==> src/rtl/b_mux4_scan.sv <==
// Scan sequencer around a 4:1 mux: steps the select, samples y once per
// select value and hands the packed 4-bit word downstream on valid/ready.
module b_mux4_scan #(
  parameter int unsigned SETTLE = 1
) (
  input  logic       clk,
  input  logic       rst_n,
  input  logic       start,
  input  logic       cont,
  input  logic       y,
  output logic [1:0] s,
  output logic       busy,
  output logic [3:0] word,
  output logic       word_valid,
  input  logic       word_ready
);

  localparam logic [3:0] SETTLE_C = 4'(SETTLE);

  typedef enum logic [1:0] {
    ST_IDLE = 2'd0,
    ST_SCAN = 2'd1,
    ST_HOLD = 2'd2
  } state_t;

  state_t     r_state;
  logic [1:0] r_s;
  logic [3:0] r_cnt;
  logic [2:0] r_sh;
  logic [3:0] r_word;
  logic       r_word_valid;
  logic       r_busy;
  logic       w_capture;

  assign w_capture = (r_cnt == SETTLE_C);

  // Shift register fills from the top so sample k lands in r_sh[k] after bit 2.
  always_ff @(posedge clk) begin
    if (!rst_n) begin
      r_state      <= ST_IDLE;
      r_s          <= 2'd0;
      r_cnt        <= 4'd0;
      r_sh         <= 3'd0;
      r_word       <= 4'd0;
      r_word_valid <= 1'b0;
      r_busy       <= 1'b0;
    end else begin
      case (r_state)
        ST_IDLE: begin
          r_s <= 2'd0;
          if (start) begin
            r_state <= ST_SCAN;
            r_cnt   <= 4'd0;
            r_busy  <= 1'b1;
          end
        end
        ST_SCAN: begin
          if (w_capture) begin
            r_cnt <= 4'd0;
            r_s   <= r_s + 2'd1;
            if (r_s == 2'd3) begin
              r_word       <= {y, r_sh};
              r_word_valid <= 1'b1;
              r_state      <= ST_HOLD;
            end else begin
              r_sh <= {y, r_sh[2:1]};
            end
          end else begin
            r_cnt <= r_cnt + 4'd1;
          end
        end
        ST_HOLD: begin
          r_s <= 2'd0;
          if (r_word_valid && word_ready) begin
            r_word_valid <= 1'b0;
            r_cnt        <= 4'd0;
            if (cont) begin
              r_state <= ST_SCAN;
            end else begin
              r_state <= ST_IDLE;
              r_busy  <= 1'b0;
            end
          end
        end
        default: begin
          r_state <= ST_IDLE;
          r_busy  <= 1'b0;
        end
      endcase
    end
  end

  assign s          = r_s;
  assign busy       = r_busy;
  assign word       = r_word;
  assign word_valid = r_word_valid;

endmodule

==> config.mk <==
export PLATFORM = sky130hd
export DESIGN_NAME = b_mux4_scan
export DESIGN_NICKNAME = d
export VERILOG_FILES = /design/src/rtl/b_mux4_scan.sv
export SDC_FILE = /design/constraint.sdc
export NUM_CORES = 1
export LEC_CHECK = 0
export CORE_MARGIN = 2
export CORE_UTILIZATION = 30
export CTS_BUF_LIST = sky130_fd_sc_hd__clkbuf_4 sky130_fd_sc_hd__clkbuf_8
export DETAILED_ROUTE_END_ITERATION = 6
export MAX_ROUTING_LAYER = met4
export SLEW_MARGIN = 30
export SYNTH_ARGS = -nofsm -noshare
export SYNTH_HDL_FRONTEND = slang
export SYNTH_SLANG_ARGS = --single-unit
==> constraint.sdc <==
create_clock -name clk -period 1.7 [get_ports clk]
set_clock_uncertainty 0.05 [all_clocks]
set_input_delay 0.34 -clock clk [delete_from_list [all_inputs] [get_ports clk]]
set_output_delay 0.34 -clock clk [all_outputs]
set_load 0.1 [all_outputs]
Word level (Yosys, flattened, before mapping)
Cells that the tools add are included.
Widths: inputs -> output; s select.

word-level totals
  register bits after elaboration = 17
  input port bits = 6
  output and inout bits = 8
  word-level logic and storage cells = 53

cells by class
  add/sub/neg operators = 2
  equal/unequal tests = 9
  multiplexer cells = 20
  bitwise operators = 2
  reduce and logical (&&, ||, !) cells = 13

operators by type and width
  cell                 number
  $mux 4               3
  $pmux 4 s3           1
  $reduce_and 4->1     3
  $mux 2               5
  $ne 2x2->1 const B   5
  $reduce_and 3->1     3
  $mux 1               7
  $pmux 2 s3           1
  $add 4x1->4 const B  1
  $eq 2x2->1 const B   2
  $eq 4x1->1 const B   1
  $pmux 2 s2           1
  $reduce_bool 2->1    2
  $pmux 1 s3           1
  $reduce_bool 3->1    1
  $add 2x1->2 const B  1
  $eq 2x1->1 const B   1
  $logic_not 2->1      1
  $not 1->1            2
  $pmux 1 s2           1
  $reduce_and 2->1     1
  $reduce_or 2->1      1
  $logic_and 1x1->1    1

Logic depth before layout (Yosys ltp)
  depth after elaboration = 4
  gate-level depth with buffers = 6
  depth with buffers taken out = 5

Worst setup path after synthesis
Ideal clock, no wire load.

  path type = register -> register
  start = register r_s[1], in the netlist s[1]
  end = register r_word[0], in the netlist word[0]
  setup time = 0.072 ns
  data arrival time = 1.746 ns
  required time = 1.578 ns
  path slack = -0.168 ns
  cell stages (with the launch flop) = 5
  buffers on the path = 1
  period minus slack after synthesis = 1.868 ns
  cell sequence = dfxtp_1 -> ha_1 -> and3_1 -> buf_2 -> mux2i_1

between the ends
  word-level cells in the longest chain between the ends = 2

RTL lines
  element                     line  source
  start: declaration          27    logic [1:0] r_s;
  start signal: assignment    60    r_s <= r_s + 2'd1;
  $eq 2x2->1                  61    if (r_s == 2'd3) begin
  $reduce_and 3->1 (no line)  n/a
  end signal: assignment      62    r_word <= {y, r_sh};
  end: declaration            30    logic [3:0] r_word;

Every way passes these cells.
A chain may end at the register's enable or synchronous reset.

Worst setup path after layout
  start = register r_cnt[1]
  end = register r_s[0], in the netlist s[0]

between the ends
  word-level cells in the longest chain between the ends = 3

RTL lines
  element                     line  source
  start: declaration          28    logic [3:0] r_cnt;
  start signal: assignment    69    r_cnt <= r_cnt + 4'd1;
  $eq 4x1->1                  35    assign w_capture = (r_cnt == SETTLE_C);
  $ne 2x2->1 (no line)        n/a
  $reduce_and 2->1 (no line)  n/a

Every way passes these cells.

==> results.md <==
- Fillers: 242
- Status: finished, final reports clean
- Initial DRC count: 11
- Share of cells above drive strength 1: 22.9%
- Post-synthesis cell count: 88
- Startpoint types: register
- First-pass GRT wire length: 2950 um
- Leak: 0.418 nW
- Peak supply drop: 0.000441 V
- Syn Std Cell Area: 793 um^2
- Post-synth top flop: dfxtp_1
- Via/cell ratio: 5.13
- Synth area leaders: dfxtp_1, mux2i_1, ha_1, nand2_1, nand3_1
- Die Span Y: 55.4 um
- Hold Crit Class: reg -> reg
- # H-tree levels: 1
- TritonRoute pass-1 iters: 4
- Die width: 55.4 um
- Cell taking the most area after synthesis: dfxtp_1
- Post-synth top area share: 42.9%
- # rows: 18
- Synth-to-layout area growth: 38.2%
- Synthesized area per cell: 9.01 um^2
- Final setup vio count: 0
- Origin of the worst min-delay path: r_cnt[1]
- Postcts setup bufs: 0
- Number of enable flip-flop cells after synthesis: 0
- Gp weighted congestion: 0.780
- Mux share of post-synthesis cell area: 8.83%
- GRT overflow: 0
- NumNets Final: 115
- Crit path max fanout: 5
- Skew-Pair Late Insertion Delay: 0.30 ns
- Max-Cap Viols: 0
- Clock sinks: 17
- Post-Synth Adder-Cell Area: 4.73%
- Met3 routed WL: 74 um
- Hold buffers post-CTS: 0
- Dpl cells: 131
- DR WL met2: 836 um
- CTS Buffer Depth: 2
- Synth Area in Compound Gates: 14.7%
- Post-synthesis simple-gate area fraction: 25.2%
- DR WL/cell: 12.6 um
- Max Fclk: 614 MHz
- Root Driver: clkbuf_4
- CTS tree: done
- Worst Setup Path Type: reg -> reg
- IO Pins: 14
- Sequential fraction of the synthesis area: 42.9%
- Crit path launch: r_cnt[1]
- Worst r2r src: r_cnt[1]
- RSZ-0062 raised after global routing: false
- Power density cells: 698 mW/mm^2
- Setup crit end kind: register
- Post-synthesis async set-or-reset flop share: 0%
- Drt total wl: 1700 um
- Worst hold slack: 0.438 ns
- DRC Markers: 0
- Clock Pin Slew Worst Setup and Hold Paths: 0.10 ns
- Final Hold Fails: 0
- Post-Syn Nets: 97
- Rel. slew slack: 77.7%
- Number of global-route vias before repair: 701
- YS warnings: 0
- Most numerous cell in the Yosys netlist: dfxtp_1
- Slew Limit Fails: 0
- Crit share post-route: 95.8%
- Critical Path RT: 1.88 ns
- Tot GR Track Use: 12.2%
- Max Used Layer: met4
- Num CTS Buffers: 3
- Core Region: 0.00250 mm^2
- CP arrival: 1.81 ns
- Slew @ Worst Pin: 0.334 ns
- DRT antenna net count: 0
- Synth Register Bits: 17
- Largest net degree at the start of global routing: 13
- Non-Filler Instances: 135
- Post-Route Utilization: 43.8%
- Minimum clock period: 1.63 ns
- Final HPWL DP: 1290 um
- Diodes inserted: 0
- Synth cell types: 27
- Via count: 692
- Largest family of logic cells by synthesized area: simple AND/OR/NAND/NOR gates
- Initial cell density of the core: 31.7%
- Die area: 0.00307 mm^2
- Post-Synth XOR/XNOR Area: 0%
- Initial antenna violation count: 0
- WL met1: 755 um
- Synth top cells by count: dfxtp_1, nand2_1, mux2i_1, nand3_1, a21oi_1
- IO buf count: 13
[power by group]
| part | switching [mW] | internal, mW | total [mW] |
|---|---|---|---|
| combinational | 0.0586 | 0.0509 | 0.110 |
| clock | 0.134 | 0.107 | 0.241 |
| sequential | 0.00776 | 0.406 | 0.414 |
| total | 0.200 | 0.564 | 0.765 |
[critical path, cell delays in order, from the launching register on]
cell and delay (ns):
dfxtp_2 0.35, inv_1 0.06, ha_1 0.15, or3b_4 0.40
or3_2 0.42, a21oi_1 0.14
[area by class of cell]
class	instances	area, um^2	area share, %
Sequential cell	17	344	31.4
Multi-Input combinational cell	64	429	39.2
Tap cell	30	37.5	3.42
Clock buffer	4	30.0	2.74
Timing Repair Buffer	18	248	22.6
Inverter	2	7.51	0.685
[final timing paths]
kind | to | cells after the start | slack (ns)
max | s[0] | 5 | 0.07
min | r_cnt[1] | 2 | 0.44
max reg2reg | s[0] | 5 | 0.07
min reg2reg | r_cnt[1] | 2 | 0.44
[state kept, by name, indices dropped and copies added, names as in the netlist]
| signal | flops |
|---|---|
| busy | 1 |
| word | 4 |
| r_sh | 3 |
| r_cnt | 4 |
| r_state | 2 |
| word_valid | 1 |
| s | 2 |
[timing repair]
action                                  CTS  global route
pin swaps                                 0             1
gates resized for setup                   1             1
endpoints found under the setup margin    3             4
[logic make-up after synthesis]
group,after synthesis
adder cells (fa/ha/maj),3
AO/OA/AOI/OAI,18
multiplexers,7
AND/OR/NAND/NOR,36
flip-flops,17
buffers and inverters,7
[layout by cell type, fill, tap and decap left out]
master | synthesis | routed
a21boi_0 | 1 | 1
a21oi_1 | 6 | 6
a31oi_1 | 3 | 3
a32oi_1 | 1 | 1
and3_1 | 1 | 1
buf_12 | 0 | 8
buf_4 | 0 | 5
clkbuf_4 | 0 | 4
clkdlybuf4s50_1 | 0 | 5
dfxtp_1 | 17 | 14
dfxtp_2 | 0 | 3
ha_1 | 3 | 3
inv_1 | 2 | 2
mux2i_1 | 7 | 7
nand2_1 | 10 | 10
nand2b_1 | 1 | 1
nand3_1 | 7 | 7
nand3b_1 | 1 | 1
nand4b_1 | 2 | 2
nor2_1 | 2 | 2
nor2b_1 | 5 | 5
nor3b_1 | 1 | 1
o211ai_1 | 1 | 1
o21a_1 | 1 | 1
o21ai_0 | 2 | 2
o21bai_1 | 2 | 2
o221a_2 | 1 | 1
or3_1 | 4 | 3
or3_2 | 1 | 1
or3_4 | 0 | 1
or3b_4 | 1 | 1
[through the flow]
step	setup WS, ns	area [um^2]	power (mW)	setup TNS, ns
floorplan	0.0505	796	0.484	0
global placement	0.0578	1060	0.530	0
detailed placement	-0.00571	1060	0.532	-0.00571
CTS	0.0290	1090	0.770	0
global route	0.00690	1100	0.795	0
finish	0.0711	1100	0.765	0
[metal layers]
layer,global-route usage [%],up-vias
met4,6.27,0
met1,13.7,317
met3,1.64,3
li1,-,348
met5,-,-
met2,21.1,24
(Power assumes the default switching activity.)
